### config.mk
export PLATFORM = sky130hd
export DESIGN_NAME = score_collector
export DESIGN_NICKNAME = d
export VERILOG_FILES = /design/src/rtl/score_collector.sv
export SDC_FILE = /design/constraint.sdc
export NUM_CORES = 1
export LEC_CHECK = 0
export BUFFER_PORTS_ARGS = -buffer_cell sky130_fd_sc_hd__buf_4
export CAP_MARGIN = 20
export CORE_UTILIZATION = 51
export DETAILED_ROUTE_END_ITERATION = 12
export GPL_ROUTABILITY_DRIVEN = 0
export PLACE_DENSITY_LB_ADDON = 0.12
export SETUP_SLACK_MARGIN = 0.5
export SYNTH_ARGS = -nofsm -noshare
export SYNTH_HDL_FRONTEND = slang
export SYNTH_SLANG_ARGS = --single-unit
export TNS_END_PERCENT = 50
### constraint.sdc
create_clock -name clk -period 1.95 [get_ports clk]
set_input_delay 0.195 -clock clk [delete_from_list [all_inputs] [get_ports clk]]
set_output_delay 0.195 -clock clk [all_outputs]
set_load 0.03 [all_outputs]
### src/rtl/score_collector.sv
// Packs a stream of W-bit output-layer scores into an N_CLASS*W vector with valid/ready on both sides.
// Define SCORE_COLLECTOR_ARGMAX_EN to track a running one-hot argmax (maxi); otherwise maxi is tied to 0.
module score_collector #(
    parameter int N_CLASS = 10,
    parameter int W       = 8,
    localparam int IDX_W  = $clog2(N_CLASS + 1)
) (
    input  logic                   clk,
    input  logic                   rst,
    input  logic                   flush,
    input  logic                   in_valid,
    output logic                   in_ready,
    input  logic [W-1:0]           in_data,
    output logic                   out_valid,
    input  logic                   out_ready,
    output logic [N_CLASS*W-1:0]   ans,
    output logic [IDX_W-1:0]       idx,
    output logic [N_CLASS-1:0]     maxi
);

    typedef enum logic {
        FILL = 1'b0,
        HOLD = 1'b1
    } state_t;

    state_t           state, state_nxt;
    logic [IDX_W-1:0] idx_nxt;
    logic             accept;
    logic             last;

    // flush drops any same-cycle beat, so it never reaches the slot write
    assign accept    = in_valid && (state == FILL) && !flush;
    assign last      = (idx == IDX_W'(N_CLASS - 1));
    assign in_ready  = (state == FILL);
    assign out_valid = (state == HOLD);

    always_ff @(posedge clk or negedge rst) begin
        if (!rst) begin
            state <= FILL;
            idx   <= '0;
        end else begin
            state <= state_nxt;
            idx   <= idx_nxt;
        end
    end

    always_comb begin
        state_nxt = state;
        idx_nxt   = idx;
        if (flush) begin
            state_nxt = FILL;
            idx_nxt   = '0;
        end else begin
            case (state)
                FILL: begin
                    if (in_valid) begin
                        if (last) begin
                            state_nxt = HOLD;
                            idx_nxt   = IDX_W'(N_CLASS);
                        end else begin
                            idx_nxt = idx + IDX_W'(1);
                        end
                    end
                end
                HOLD: begin
                    if (out_ready) begin
                        state_nxt = FILL;
                        idx_nxt   = '0;
                    end
                end
                default: begin
                    state_nxt = FILL;
                    idx_nxt   = '0;
                end
            endcase
        end
    end

    // Only the addressed slot is written; the rest keep the previous vector
    always_ff @(posedge clk or negedge rst) begin
        if (!rst) begin
            ans <= '0;
        end else if (accept) begin
            for (int i = 0; i < N_CLASS; i++) begin
                if (idx == IDX_W'(i)) begin
                    ans[i*W +: W] <= in_data;
                end
            end
        end
    end

`ifdef SCORE_COLLECTOR_ARGMAX_EN
    logic [W-1:0]       best_val;
    logic [N_CLASS-1:0] maxi_q;
    logic [N_CLASS-1:0] idx_onehot;

    always_comb begin
        idx_onehot = '0;
        for (int i = 0; i < N_CLASS; i++) begin
            if (idx == IDX_W'(i)) begin
                idx_onehot[i] = 1'b1;
            end
        end
    end

    // Strictly-greater update keeps the lowest index on ties
    always_ff @(posedge clk or negedge rst) begin
        if (!rst) begin
            best_val <= '0;
            maxi_q   <= '0;
        end else if (flush) begin
            best_val <= '0;
            maxi_q   <= '0;
        end else if (accept) begin
            if ((idx == '0) || (in_data > best_val)) begin
                best_val <= in_data;
                maxi_q   <= idx_onehot;
            end
        end
    end

    assign maxi = maxi_q;
`else
    assign maxi = '0;
`endif

endmodule

=== After elaboration in Yosys (flattened, before gate mapping) ===
Cells that the tools add are included.
Widths: inputs -> output; s select.

* Bits in registers: 85
* Latch bits: 0
* Memory bits (writable): 0
* Memory bits (read-only): 0
* Input port bits: 13
* Output and inout port bits: 96
* Word-level logic and storage cells: 50
* Memories kept: 0

* Add/sub/neg operators: 1
* $mul: 0
* Divide/modulo/power cells: 0
* Magnitude comparators: 0
* Equal/unequal tests: 11
* Shifts and indexed selects: 0
* Mux-type cells: 10
* Bitwise logic cells: 1
* Reduce and logical (&&, ||, !) cells: 15

{| class="wikitable"
|+ Operators with widths
! operator !! count
|-
| $reduce_and 2->1 || 11
|-
| $eq 4x3->1 const B || 4
|-
| $mux 4 || 4
|-
| $eq 4x2->1 const B || 2
|-
| $eq 4x4->1 const B || 2
|-
| $pmux 4 s2 || 1
|-
| $ne 3x3->1 const B || 2
|-
| $add 4x1->4 const B || 1
|-
| $eq 4x1->1 const B || 1
|-
| $logic_not 4->1 || 1
|-
| $mux 1 || 4
|-
| $logic_and 1x1->1 || 2
|-
| $pmux 1 s2 || 1
|-
| $logic_not 1->1 || 1
|-
| $not 1->1 || 1
|}

=== Depth between registers and ports, before layout ===
Gate-level depths: netlist (run 1).

* Depth after elaboration: 5
* Gate-level depth with buffers: 5
* Gate-level depth less buffers: 5

=== Worst setup path after synthesis (run 1) ===
Ideal clock, no wire load.

* Path type: reg-to-reg
* Start: register idx[0]
* End: register ans[64]
* Setup time: 0.125 ns
* Arrival time: 1.623 ns
* Data required time: 1.825 ns
* Slack: 0.202 ns
* Cell stages (with the launch flop): 6
* Buffers on the path: 0
* Clock period less this slack: 1.748 ns
* Cells stage by stage: dfrtp_1 -> inv_1 -> ha_1 -> nor2b_1 -> nand4_2 -> mux2_2

* Word-level cells in the longest chain between the ends: 2

{| class="wikitable"
|+ RTL lines
! what !! line !! text
|-
| start, declared || 17 || <nowiki>output logic [IDX_W-1:0] idx,</nowiki>
|-
| start signal, assigned || 43 || <nowiki>idx <= idx_nxt;</nowiki>
|-
| $eq 4x4->1 || 85 || <nowiki>if (idx == IDX_W'(i)) begin</nowiki>
|-
| $reduce_and 2->1 (no line) || n/a ||
|-
| end signal, assigned by index || 86 || <nowiki>ans[i*W +: W] <= in_data;</nowiki>
|-
| end, declared || 16 || <nowiki>output logic [N_CLASS*W-1:0] ans,</nowiki>
|}

No other way between the ends.
A chain may end at the register's enable or synchronous reset.

=== Worst setup path in the final report (run 1) ===
* Start: register idx[1]
* End: register ans[2]

* Word-level cells in the longest chain between the ends: 2

{| class="wikitable"
|+ RTL lines
! what !! line
|-
| $logic_not 4->1 || 85
|-
| $reduce_and 2->1 (no line) || n/a
|}

No other way between the ends.

==> summary.md, run 1 <==
| Metric | Value |
|---|---|
| Status | completed |
| Most frequent cells in the layout | buf_4, dfrtp_1, mux2_2, conb_1, clkbuf_8 |
| N_diodes | 0 |
| Clock Skew | about 11 ps |
| Hold Crit Depth | 2 |
| VDD IR max | about 0.84 mV |
| Root buf cell | clkbuf_8 |
| R2R Setup Slk | about 400 ps |
| CTS Buf Count | 9 |
| Syn Std Cell Area | approximately 3500 um^2 |
| Die area | slightly above 7000 um^2 |
| Critical path fanouts, max | 8 |
| RSZ-0062 raised after global routing | true |
| Crit share post-route | between 70 and 80% |
| Gr ovfl total | 0 |
| Slowest stage delay, CP | 450 ps |
| Routed wire length | 7.795 mm |
| FF-to-FF End | ans[2] |
| Predominant post-synthesis flop cell | dfrtp_1 |
| Die Ht | ~85 um |
| Required time worst endpoint | roughly 2200 ps |
| Distinct cells, synth | 28 |
| WS Path Type | reg2reg |
| Reg2reg path depth | 6 |
| Crit path buf inv count | 2 |
| Fin nets | 362 |
| Reg2reg start | idx[1] |
| Synthesis-to-finish area growth | 34.09% |
| Worst slack at placement | ~360 ps |
| Hold path startpoint | out_ready |
| Total GRT Usage | 22.86% |
| EDFF count, synth | 0 |
| Initial antenna violation count | 0 |
| Final setup TNS | 0 ps |
| Final min period | between 1500 and 2000 ps |
| Max Freq | roughly 640 MHz |
| MaxCap Viol Count | 0 |
| Pre-Repair DR Iteration Count | 4 |
| Startpoint Class | register |
| Seq/Total Area, Yosys | between 60 and 70% |
| Max-slew violations | 0 |
| Drt initial violations | 86 |
| Hold EP | out_valid |
| Slowest CP cell | dfrtp_2 |
| Global-route wire length before repair | around 12 mm |
| Synth warn | 0 |
| Die X-Extent | about 85 um |
| Setup-failing EPs final | 0 |
| Routed Antenna Nets | 0 |
| CP Capture Type | register |
| Setup ws final | a little under 400 ps |
| Flops & latches, synth | 85 |
| Vias per inst | ~5.3 |
| LEAKAGE | between 2 and 2.5 nW |
| Largest net degree at the start of global routing | 45 |
| Async S/R FF share, synth | 100.0% |
| Starting Density | ~54% |
| Wire per inst | 18.26 um |
| Remaining DRCs | 0 |
| Commonest non-fill, non-tap cell in the layout | buf_4 |
| Critical Path AT | roughly 1800 ps |
| Mean area per synthesized cell | 15.22 um^2 |
| Max-slew headroom | approximately 61% |
| Row Count | 29 |
| Core ar. | roughly 6500 um^2 |
| CTS sink count | 85 |
| Htree depth | 3 |
| Vias in the first global route | 2314 |
| Pwr Density | between 900 and 1000 nW/um^2 |
| CTS tree | built |
| Delay-heaviest family, CP | flip-flops |
| Worst slew pin tran | around 580 ps |
| Via count | roughly 2300 |
| Port buffer count | between 90 and 100 |
| Top-Level Pins | 109 |
| Worst hold path type | in2reg |
| Hpwl dp | just over 5 mm |
| Crit-path cells | inv_2 > ha_4 > nor2b_4 > buf_6 > nand3_4 > mux2_4 |
| Final Hold Fails | 0 |
| Layout cells sized above 1 | between 60% and 70% |
| Worst-Skew Late Latency | around 350 ps |
| Clock tree buffer depth | 2 |
| Clock slew at reported path FFs | roughly 90 ps |
| Synthesized instance count | roughly 230 |
per-layer routing:
layer	vias up	share of wire, %	track usage, %	routed length [um]
met1	1148	43	30.16	3376
met2	73	50	37.02	3888
met4	0	1.3	8.320	100
met5	-	0	0	0
met3	12	5.5	5.642	430
li1	1025	-	-	-
area by class of cell:
cell class / instances / area (um^2)
repair buffers: 117 / 900.9
well taps: 77 / 96.34
clock buffers: 12 / 135.1
flip-flops and latches: 85 / 2133
clock inverters: 4 / 50.05
inverters: 5 / 22.52
multi-input cells: 127 / 1376
fillers: 428 / 1780
sequential cells by signal (all words and copies together) (netlist names):
signal     flops
out_valid      1
idx            4
ans           80
logic make-up (layout without fill, tap and decap cells):
family                     after synthesis  count (layout)  synth area share (%)
adders and majority gates                4               4                 1.424
DFF                                     85              85                 60.50
buffers and inverters                   28             138                 4.306
and+or+nand+nor                         23              23                 5.801
AOI/OAI and AO/OA                        9               9                 1.957
other                                    1              10                0.1067
muxes                                   81              81                 25.91
power by group:
group	total [mW]	leakage (nW)	switching [mW]	internal [mW]
clock network	1.18	0.0866	0.593	0.592
logic	1.22	1.25	0.727	0.493
registers	2.09	1.13	0.117	1.97
total	4.49	2.47	1.44	3.06
timing repair:
item                                   CTS  global route
endpoints found under the hold margin   42             0
gates resized for setup                 12             7
pin swaps                                1             1
setup endpoints to repair               80            82
hold buffers                             1             0
buffers inserted                        10             5
cell usage after synthesis, types with 3 or more instances:
| cell | count | share of area, % |
|---|---|---|
| ha_1 | 4 | 1.4 |
| inv_1 | 5 | 0.53 |
| nand2_1 | 3 | 0.32 |
| mux2_2 | 73 | 23 |
| dfrtp_1 | 85 | 60 |
| nand3_2 | 6 | 1.7 |
| buf_4 | 11 | 2.3 |
| mux2_1 | 7 | 2.2 |
| buf_1 | 8 | 0.85 |
| buf_2 | 4 | 0.57 |
through the flow:
stage / util [%] / hold slack, ps / total power [mW] / std cells / instance area (um^2)
6_report: 72.59 / 42.79 / 4.493 / 427 / 4715
5_1_grt: 72.59 / 25.94 / 4.683 / 427 / 4715
4_1_cts: 71.45 / 33.15 / 4.517 / 422 / 4641
3_5_place_dp: 66.36 / 236.4 / 3.291 / 395 / 4310
3_3_place_gp: 66.36 / 230.7 / 3.270 / 395 / 4310
2_1_floorplan: - / -100.6 / 2.821 / 240 / 3588
worst max path at each step:
stage                start       to  slack, ps  cells past startpoint
finish              idx[1]   ans[2]        390                      6
global route        idx[1]   ans[2]        340                      6
CTS                 idx[0]   ans[2]        400                      6
detailed placement  idx[3]  ans[26]        360                      4
global placement    idx[3]  ans[27]        380                      4
floorplan           idx[3]  ans[24]        350                      5
Note: power is estimated with default switching activity, not from simulation.
==> inputs of run 2 (changes only) <==
==> constraint.sdc (replaced) <==
create_clock -name clk -period 1.5 [get_ports clk]
set_input_delay 0.15 -clock clk [delete_from_list [all_inputs] [get_ports clk]]
set_output_delay 0.15 -clock clk [all_outputs]
set_load 0.03 [all_outputs]
==> summary.md, run 2 (synthesis gave the netlist of run 1 again) <==
| Metric | Value |
|---|---|
| CTS sink count | 85 (unchanged) |
| LEAKAGE | 2.698 nW (+9.4%) |
| Wire per inst | 20.57 um (+13%) |
| Critical path fanouts, max | 8 (unchanged) |
| Max-slew violations | 0 (unchanged) |
| Crit-path cells | inv_2 > ha_4 > nor2b_4 > buf_6 > nand3_4 > mux2_4 |
| Remaining DRCs | 0 (unchanged) |
| Setup ws final | -74.29 ps (-466.6 ps) |
| CP Capture Type | register |
| Status | complete, but fails checks |
| Synthesis-to-finish area growth | 50.57% |
| Row Count | 29 (unchanged) |
| Critical Path AT | 1800 ps (about the same) |
| NetSw | 2.007 mW (+40%) |
| Setup-failing EPs final | 42 (+42) |
| Initial antenna violation count | 0 (unchanged) |
| Hpwl dp | 5.351 mm (+4.8%) |
| Crit path buf inv count | 2 (unchanged) |
| Required time worst endpoint | 1730 ps (-450 ps) |
| Die X-Extent | 85.03 um (unchanged) |
| Root buf cell | clkbuf_8 |
| Seq pwr share | 45.6% (-0.9 points) |
| N_diodes | 0 (unchanged) |
| Clk pwr share | 24.0% (-2.4 points) |
| Most frequent cells in the layout | buf_6, dfrtp_1, mux2_2, mux2_4, buf_4 |
| Routed Antenna Nets | 0 (unchanged) |
| RSZ-0062 raised after global routing | true |
| Int Pwr | 4.079 mW (+33%) |
| Largest net degree at the start of global routing | 31 (-31%) |
| Total GRT Usage | 25.66% (+2.8 points) |
| Slowest CP cell | dfrtp_2 |
| Net Sw Frac | 32.97% (+1.0 points) |
| Worst-Skew Late Latency | 350 ps (about the same) |
| VDD IR max | 0.8447 mV (+0.12%) |
| Die area | 7230 um^2 (unchanged) |
| CTS tree | built |
| Clock tree buffer depth | 2 (unchanged) |
| Clock slew at reported path FFs | 80 ps (about the same) |
| Gr ovfl total | 0 (unchanged) |
| Top-Level Pins | 109 (unchanged) |
| Final min period | 1574 ps (+16.65 ps) |
| Crit share post-route | 105.0% (+25 points) |
| Via count | 2390 (+5.8%) |
| MaxCap Viol Count | 0 (unchanged) |
| Final Hold Fails | 0 (unchanged) |
| CTS Buf Count | 9 (unchanged) |
| Delay-heaviest family, CP | flip-flops |
| Commonest non-fill, non-tap cell in the layout | buf_6 |
| Vias in the first global route | 2510 (+8.5%) |
| Drt initial violations | 105 (+22%) |
| Routed wire length | 8.969 mm (+15%) |
| Pwr Density | 1150 nW/um^2 (+21%) |
| Tot Pwr | 6.086 mW (+35%) |
| WS Path Type | reg2reg |
| Max FFs per register | 80 (unchanged) |
| Global-route wire length before repair | 13.86 mm (+12%) |
| Htree depth | 3 (unchanged) |
| Layout cells sized above 1 | 68.25% (+2.0 points) |
| Vias per inst | 5.482 (+3.7%) |
| Layout Utilization | 81.51% (+8.9 points) |
| Worst hold path type | in2reg |
| Comb pwr share | 30.4% (+3.3 points) |
| Startpoint Class | register |
| Biggest register | ans |
| Max Freq | 635.2 MHz (-1.1%) |
| Starting Density | 54.13% (unchanged) |
| Core ar. | 6495 um^2 (unchanged) |
| Clock Skew | 8.020 ps (-3.184 ps) |
| Slowest stage delay, CP | 440 ps (about the same) |
| Pre-Repair DR Iteration Count | 4 (unchanged) |
| Port buffer count | 98 (unchanged) |
| Fin nets | 371 (+2.5%) |
| Die Ht | 85.03 um (unchanged) |
| Failing checks | setup timing |
==> run 2: path summary, 6_finish.rpt <==
check	to	slack [ps]	depth (start not counted)	startpoint
max	ans[37]	-70	6	idx[0]
min	idx[2]	60	2	flush
max reg2reg	ans[37]	-70	6	idx[0]
min reg2reg	ans[27]	500	1	ans[27]
max in group asynchronous	ans[50]	660	3	rst
min in group asynchronous	ans[77]	280	2	rst
==> run 2: power by group through the flow <==
stage	logic [mW]	registers (mW)	clock network (mW)
after global placement	1.52	2.75	0
after floorplan	0.373	3.30	0
after CTS	1.81	2.76	1.47
after detailed placement	1.54	2.76	0
after global routing	1.92	2.81	1.57
final	1.85	2.78	1.46
==> run 2: stage by stage <==
step	hold slack, ps	setup TNS [ps]	instance area, um^2	instances	setup WS [ps]
6_report	61.95	-1264	5294	436	-74.29
5_1_grt	59.94	-5183	5294	436	-100.1
4_1_cts	57.62	-9.130	5191	431	-4.848
3_5_place_dp	120.5	-710.4	4383	403	-41.74
3_3_place_gp	118.1	-173.4	4383	403	-22.74
2_1_floorplan	-145.6	-4832	3588	240	-98.07
==> run 2: final cells by class <==
cell class | instances | area [um^2]
timing repair buffer | 125 | 1350
multi-input combinational | 128 | 1523
clock buffer | 13 | 148.9
sequential | 85 | 2133
fill | 325 | 1201
inverter | 5 | 21.27
tap | 77 | 96.34
clock inverter | 3 | 21.27
==> run 2: per-layer routing <==
| metal | part of all wire [%] | wire length, um | up-vias | GRT usage [%] |
|---|---|---|---|---|
| met3 | 4.5 | 407 | 15 | 5.545 |
| met2 | 51 | 4550 | 84 | 41.06 |
| met4 | 2.3 | 202 | 0 | 8.937 |
| li1 | - | - | 1042 | - |
| met5 | 0 | 0 | - | 0 |
| met1 | 42 | 3809 | 1249 | 35.02 |
==> run 2: worst reg2reg max path: stages, from the launching register on <==
cell     delay, ps
dfrtp_2        440
inv_2           90
ha_4           130
nor2b_4        190
buf_6          120
nand3_4        140
mux2_4         340
==> run 2: what timing repair did <==
action	4_1_cts	5_1_grt
pin swaps	7	14
endpoints found under the setup margin	171	171
gates cloned	0	1
hold endpoints to repair	28	0
buffers inserted	10	4
gates resized for setup	129	14
hold buffers	2	0
